### src/rtl/integer_mul_add_rebuild_if.sv
// Handshake/operand bundle for integer_mul_add_rebuild.
// MULADD_REM_CHECK_EN adds the rem_err result flag.
interface integer_mul_add_rebuild_if #(
    parameter int WIDTH = 32
);
    logic             start;
    logic [WIDTH-1:0] q;
    logic [WIDTH-1:0] d;
    logic [WIDTH-1:0] r;
    logic             busy;
    logic             done;
    logic [WIDTH-1:0] a;
    logic             ovf;
`ifdef MULADD_REM_CHECK_EN
    logic             rem_err;
`endif

    modport master (
        output start, q, d, r,
`ifdef MULADD_REM_CHECK_EN
        input  rem_err,
`endif
        input  busy, done, a, ovf
    );

    modport slave (
        input  start, q, d, r,
`ifdef MULADD_REM_CHECK_EN
        output rem_err,
`endif
        output busy, done, a, ovf
    );
endinterface

### src/rtl/integer_mul_add_rebuild.sv
// Iterative shift-add rebuild of a = q*d + r, one multiplier bit per clock.
// Optional MULADD_REM_CHECK_EN flags operand triples where r >= d.
module integer_mul_add_rebuild #(
    parameter int WIDTH = 32
) (
    input  logic                       clk,
    input  logic                       rst_n,
    integer_mul_add_rebuild_if.slave   bus
);
    localparam int CW = (WIDTH > 2) ? $clog2(WIDTH) : 1;
    localparam logic [CW-1:0] LAST = CW'(WIDTH - 1);

    typedef enum logic [1:0] {
        IDLE = 2'd0,
        CALC = 2'd1,
        DONE = 2'd2
    } state_t;

    state_t             state;
    logic [2*WIDTH-1:0] acc;
    logic [2*WIDTH-1:0] mcand;
    logic [WIDTH-1:0]   mplier;
    logic [CW-1:0]      cnt;
    logic               busy_q;
    logic               done_q;
    logic [WIDTH-1:0]   a_q;
    logic               ovf_q;
    logic [2*WIDTH-1:0] acc_sum;

`ifdef MULADD_REM_CHECK_EN
    logic rem_flag;
    logic rem_err_q;
`endif

    always_comb begin
        acc_sum = acc;
        if (mplier[0]) begin
            acc_sum = acc + mcand;
        end
    end

    // The final result is captured from acc_sum so the last partial product lands on the CALC->DONE edge.
    always_ff @(posedge clk or negedge rst_n) begin
        if (!rst_n) begin
            state     <= IDLE;
            acc       <= '0;
            mcand     <= '0;
            mplier    <= '0;
            cnt       <= '0;
            busy_q    <= 1'b0;
            done_q    <= 1'b0;
            a_q       <= '0;
            ovf_q     <= 1'b0;
`ifdef MULADD_REM_CHECK_EN
            rem_flag  <= 1'b0;
            rem_err_q <= 1'b0;
`endif
        end else begin
            done_q <= 1'b0;
            case (state)
                CALC: begin
                    acc    <= acc_sum;
                    mcand  <= mcand << 1;
                    mplier <= mplier >> 1;
                    cnt    <= cnt + 1'b1;
                    if (cnt == LAST) begin
                        state     <= DONE;
                        busy_q    <= 1'b0;
                        done_q    <= 1'b1;
                        a_q       <= acc_sum[WIDTH-1:0];
                        ovf_q     <= |acc_sum[2*WIDTH-1:WIDTH];
`ifdef MULADD_REM_CHECK_EN
                        rem_err_q <= rem_flag;
`endif
                    end
                end
                default: begin
                    if (bus.start) begin
                        state    <= CALC;
                        busy_q   <= 1'b1;
                        acc      <= {{WIDTH{1'b0}}, bus.r};
                        mcand    <= {{WIDTH{1'b0}}, bus.d};
                        mplier   <= bus.q;
                        cnt      <= '0;
`ifdef MULADD_REM_CHECK_EN
                        rem_flag <= (bus.r >= bus.d);
`endif
                    end else begin
                        state <= IDLE;
                    end
                end
            endcase
        end
    end

    assign bus.busy = busy_q;
    assign bus.done = done_q;
    assign bus.a    = a_q;
    assign bus.ovf  = ovf_q;
`ifdef MULADD_REM_CHECK_EN
    assign bus.rem_err = rem_err_q;
`endif

endmodule

### src/flat_wrapper.sv
// flat-port wrapper written by rule: the top's interface ports become plain ports
module integer_mul_add_rebuild_flat 
#(
    parameter int WIDTH = 32
)
  (clk, rst_n, bus_start, bus_q, bus_d, bus_r, bus_busy, bus_done, bus_a, bus_ovf);
  integer_mul_add_rebuild_if #(.WIDTH(WIDTH)) bus_i ();
  input  logic clk;
  input  logic rst_n;
  input wire logic [$bits(bus_i.start)-1:0] bus_start;
  input wire logic [$bits(bus_i.q)-1:0] bus_q;
  input wire logic [$bits(bus_i.d)-1:0] bus_d;
  input wire logic [$bits(bus_i.r)-1:0] bus_r;
  output wire logic [$bits(bus_i.busy)-1:0] bus_busy;
  output wire logic [$bits(bus_i.done)-1:0] bus_done;
  output wire logic [$bits(bus_i.a)-1:0] bus_a;
  output wire logic [$bits(bus_i.ovf)-1:0] bus_ovf;
  assign bus_i.start = bus_start;
  assign bus_i.q = bus_q;
  assign bus_i.d = bus_d;
  assign bus_i.r = bus_r;
  assign bus_busy = bus_i.busy;
  assign bus_done = bus_i.done;
  assign bus_a = bus_i.a;
  assign bus_ovf = bus_i.ovf;
  integer_mul_add_rebuild #(.WIDTH(WIDTH)) u_core (.clk(clk), .rst_n(rst_n), .bus(bus_i));
endmodule
### config.mk
export PLATFORM = sky130hd
export DESIGN_NAME = integer_mul_add_rebuild_flat
export DESIGN_NICKNAME = d
export VERILOG_FILES = /design/src/rtl/integer_mul_add_rebuild_if.sv /design/src/rtl/integer_mul_add_rebuild.sv /design/src/flat_wrapper.sv
export SDC_FILE = /design/constraint.sdc
export NUM_CORES = 1
export LEC_CHECK = 0
export ABC_AREA = 1
export BUFFER_PORTS_ARGS = -buffer_cell sky130_fd_sc_hd__buf_4
export CAP_MARGIN = 25
export CORE_AREA = 2 2 167 169
export CTS_BUF_LIST = sky130_fd_sc_hd__clkbuf_16
export CTS_CLUSTER_SIZE = 25
export DETAILED_ROUTE_END_ITERATION = 6
export DIE_AREA = 0 0 169 171
export PLACE_DENSITY = 0.74
export SYNTH_ARGS = -nofsm -noshare
export SYNTH_HDL_FRONTEND = slang
export SYNTH_SLANG_ARGS = --single-unit
### constraint.sdc
create_clock -name clk -period 6.7 [get_ports clk]
set_clock_uncertainty 0.2 [all_clocks]
set_input_delay 0.335 -clock clk [delete_from_list [all_inputs] [get_ports clk]]
set_output_delay 0.335 -clock clk [all_outputs]
set_load 0.05 [all_outputs]
---- Word-level counts from Yosys, hierarchy flattened ----
Index checks and enable logic that the tools add are counted.
word-level totals
  word-level logic and storage cells ...... 35
  output and inout port bits .............. 35
  register bits ........................... 202
  input port bits ......................... 99
cells by class
  reductions and logical operators ........ 4
  equality and inequality tests ........... 3
  mux-type cells .......................... 17
  $add $sub $neg .......................... 2
operators by type and width
  cell                 count
  $mux 64              5
  $add 64x64->64       1
  $mux 32              2
  $reduce_or 32->1     1
  $mux 5               2
  $mux 1               6
  $add 5x1->5 const B  1
  $eq 5x5->1 const B   1
  $mux 2               2
  $reduce_and 2->1     2
  $eq 2x1->1 const B   1
  $ne 2x1->1 const B   1
  $reduce_bool 2->1    1

---- Depth between registers and ports, before layout ----
  word-level depth ........................ 3
  depth in mapped cells ................... 20
  gate-level depth less buffers ........... 20

---- Least setup slack after synthesis ----
OpenSTA, ideal clock, no wires.
  path type ............................... register -> register
  start point ............................. reg u_core.mcand[0]
  end point ............................... reg u_core.ovf_q, in the netlist u_core.bus.ovf
  cell stages (with the launch flop) ...... 21
  buffers on the path ..................... 0
  arrival ................................. 2.154 ns
  slack ................................... 4.224 ns
  required time ........................... 6.378 ns
  setup time .............................. 0.122 ns
  clock period less this slack ............ 2.476 ns
  path through ............................ dfrtp_1 -> ha_1 -> fa_1 -> nand3_1 -> nand3_1 -> nand2_1 -> nand2_1 -> nand2_1 -> nand2_1 -> nand2_1 -> nand2_1 -> nand2_1 -> nand2_1 -> nand2_1 -> nand3_1 -> nand2_1 -> nand2_1 -> nor2_1 -> nand2_1 -> nor2_1 -> a21oi_1
between the ends
  word-level cells in the longest chain between the ends .. 3
ends and longest elaborated chain
  item                      line                           source
  start: declaration        integer_mul_add_rebuild.sv:21  logic [2*WIDTH-1:0] mcand;
  start signal: assignment  integer_mul_add_rebuild.sv:63  mcand <= mcand << 1;
  start signal: assignment  integer_mul_add_rebuild.sv:82  mcand <= {{WIDTH{1'b0}}, bus.d};
  $add 64x64->64            integer_mul_add_rebuild.sv:38  acc_sum = acc + mcand;
  $mux 64                   integer_mul_add_rebuild.sv:37  if (mplier[0]) begin
  $reduce_or 32->1          integer_mul_add_rebuild.sv:71  ovf_q <= |acc_sum[2*WIDTH-1:WIDTH];
  end signal: assignment    integer_mul_add_rebuild.sv:71
  end: declaration          integer_mul_add_rebuild.sv:27  logic ovf_q;
No other way between the ends.
A chain may end at the register's enable or synchronous reset.

---- Worst setup path after layout ----
Same ends and word-level chain as after synthesis.

==> metrics.csv <==
stage,metric,value,unit
worst_hold_path,hold_path_class,input port to register,
status,outcome,"finished, final reports clean",
layout,layout_common_cells,"nand2_1, inv_1, dfrtp_1",
routing,drt_iter0_drc,1300,
routing,wire_per_inst,17.51,um
synthesis,synth_nets,2462,
clock_tree,clockRootBuffer,clkbuf_16,
routing,wl,50130,um
placed_design,pre_cts_slack,3417,ps
sta,setup_viol,0,
routing,drc_errors,0,
clock_tree,cts_buffer_depth,3,
synthesis,async_flop_share,1.000,
setup_path,crit_type,register to register,
synthesis,yosys.area.top_type_share,0.3448,
power,p_per_area,550.0,mW/mm^2
routing,vias,15270,
floorplan,rows,61,
routing,via_per_inst,5.332,
clock_tree,hold_buffers,97,
floorplan,core,0.02732,mm^2
routing,firstDrtPassIters,6,
layout,finalNetCount,2665,
grt,antenna_found_initial,0,
grt,grt_busiest_layer,met2,
layout,final_common_cell,nand2_1,
sta,worst_slack,3267,ps
setup_path,endpoint_kind,register,
routing,antenna_left,0,
setup_path,cp_common_cell,nand2_1,
synthesis,synth_edf_count,0,
worst_hold_path,min_to,u_core.mplier[3],
worst_hold_path,holdPathStages,5,
layout,syn2layout_area_growth,21.58,%
clock_tree,cts.sinks,202,
setup_path,critPathTopFamily,simple AND/OR/NAND/NOR gates,
grt,grt_max_degree,100,
placed_design,gp_congestion,1.036,
synthesis,synth_area_leaders,"dfrtp_1, nand2_1, inv_1, ha_1, nand3_1",
run,cap_violations,0,
sta,rsz0062_at_grt,false,
grt,grtUsageMet2,0.5308,
setup_path,slowest_delay,430,ps
grt,met3_usage,0.06477,
sta,worst_slew_pin_slew,962.2,ps
synthesis,yosysWarnings,0,
floorplan,initial_core_util,0.5365,
floorplan,fp.dieH,171,um
synthesis,ys_ff_latch,202,
setup_path,critPathLaunchType,register,
synthesis,syn_area,0.01466,mm^2
placed_design,port_buffers,133,
sta,drv_slew,0,
synthesis,synth_cells,2297,
grt,grt_pass1_vias,14380,
floorplan,die_w,169,um
sta,period_share,0.5124,
synthesis,synth_area_per_cell,6.382,um^2
setup_path,cp_max_fo,3,
sta,max_freq,0.2913,GHz
clock_tree,clk_pin_slew,60,ps
setup_path,worstPathArrival,3670,ps
sta,relSlewSlack,0.3570,
sta,whs,207.3,ps
power,power.leakage,0.009650,uW
clock_tree,clkLatencyLatePin,550,ps
layout,diodes,0,
synthesis,yosysSeqAreaShare,0.3448,
floorplan,io_pins,134,
grt,gr-total-overflow,0,
setup_path,slowest_stage,fa_1,
clock_tree,cts_resized,0,
synthesis,ys_types,38,
setup_path,reg2reg_depth,20,
worst_hold_path,min_from,bus_start,
synthesis,synth_top_area_cell,dfrtp_1,
sta,setup_tns,0,ps
setup_path,required,6930,ps
setup_path,worstPathCellList,ha_1 -> fa_1 -> nand3_1 -> nand3_1 -> nand2_1 -> nand2_1 -> nand2_1 -> nand2_1 -> nand2_1 -> nand2_1 -> nand2_1 -> nand2_1 -> nand2_1 -> nand3_1 -> nand2_1 -> nand2_1 -> nor2_1 -> nand2_1 -> nor2_1 -> a21oi_1,
grt,grt_usage,0.3459,
layout,drive_gt1_frac,0.1017,
placed_design,dpl.hpwl,36540,um
layout,nFillCells,2416,
setup_path,rrSetupSlack,3270,ps
synthesis,ys.flop_type,dfrtp_1,
grt,grt_pass1_wl,77700,um
power,ir_drop,301.7,uV
clock_tree,post_cts_buffers,0,
grt,grt_util_met1,0.4973,
clock_tree,cts_made_buffers,24,
sta,hold_violations,0,
setup_path,r2r_start,u_core.mcand[0],
sta,min_period,3433,ps
setup_path,r2r-end,u_core.bus.ovf,
clock_tree,cts_tree,done,
clock_tree,htree_levels,1,
setup_path,critPathBufInv,0,
floorplan,die-area,0.02890,mm^2
metrics by stage:
stage	instance area, um^2	power [uW]	utilization	std cells
finish	17820	9802	0.6523	2863
global route	17820	10570	0.6523	2863
detailed placement	15930	8201	0.5831	2719
global placement	15930	8114	0.5831	2719
floorplan	14660	6457	-	2297
CTS	17740	9675	0.6491	2859
how the worst max path moves through the flow:
stage	startpoint	end	slack (ps)	cells past startpoint
2_1_floorplan	u_core.mcand[0]	u_core.bus.ovf	4220	20
3_3_place_gp	u_core.mcand[0]	u_core.bus.ovf	3450	20
3_5_place_dp	u_core.mcand[0]	u_core.bus.ovf	3420	20
4_1_cts	u_core.mcand[0]	u_core.bus.ovf	3380	20
5_1_grt	u_core.mcand[0]	u_core.bus.ovf	3100	20
6_report	u_core.mcand[0]	u_core.bus.ovf	3270	20
power breakdown:
part	leakage (uW)	total [uW]	internal [uW]	switching, uW
logic	0.00670	6210	2000	4210
clock network	0.000413	1390	817	570
registers	0.00254	2200	1770	432
metal layers:
layer  part of all wire  up-vias
li1                   -     7496
met1               0.46     7115
met2               0.43      567
met3              0.076       88
met4              0.033        0
met5                  0        -
registers in the layout, indices dropped and copies added (netlist names):
name / flops
u_core.cnt: 5
u_core.bus.a: 32
u_core.mplier: 32
u_core.mcand: 64
u_core.bus.busy: 1
u_core.bus.done: 1
u_core.acc: 64
u_core.state: 2
u_core.bus.ovf: 1
worst min-delay path, delay by kind of cell:
kind	cells	cell delay (ps)
and+or+nand+nor	3	200
buffers and inverters	2	380
Yosys cell counts, types with 4 or more instances:
cell type / count
a22o_1: 4
inv_2: 6
buf_2: 4
o21ai_0: 84
dfrtp_1: 202
nand2_2: 16
nor2_4: 5
o22ai_1: 56
nor3_1: 11
ha_1: 65
nand2_1: 951
nand3_1: 124
clkbuf_1: 53
nand4_1: 8
buf_1: 8
o211ai_1: 53
nor2_2: 24
nand3_2: 7
inv_1: 414
nor2_1: 95
a21oi_1: 50
a22oi_1: 4
xnor2_1: 29
layout make-up:
cell class	instances	area, um^2	share of cell area
flip-flops and latches	202	5056	0.2837
repair buffers	243	2131	0.1196
clock buffers	24	600.6	0.03370
inverters	421	1582	0.08873
well taps	346	432.9	0.02429
clock inverters	19	231.5	0.01299
multi-input cells	1608	7790	0.4371
logic make-up (layout without fill, tap and decap cells):
family                     count (synthesis)  count (layout)  share of synthesized area
xor gates and xnor gates                  31              31                    0.01852
AOI/OAI and AO/OA                        257             257                     0.1044
adders and majority gates                 66              66                    0.05684
DFF                                      202             202                     0.3448
and+or+nand+nor                         1254            1254                     0.3499
buffers and inverters                    487             707                     0.1255
Power figures use the tool's default switching activity.
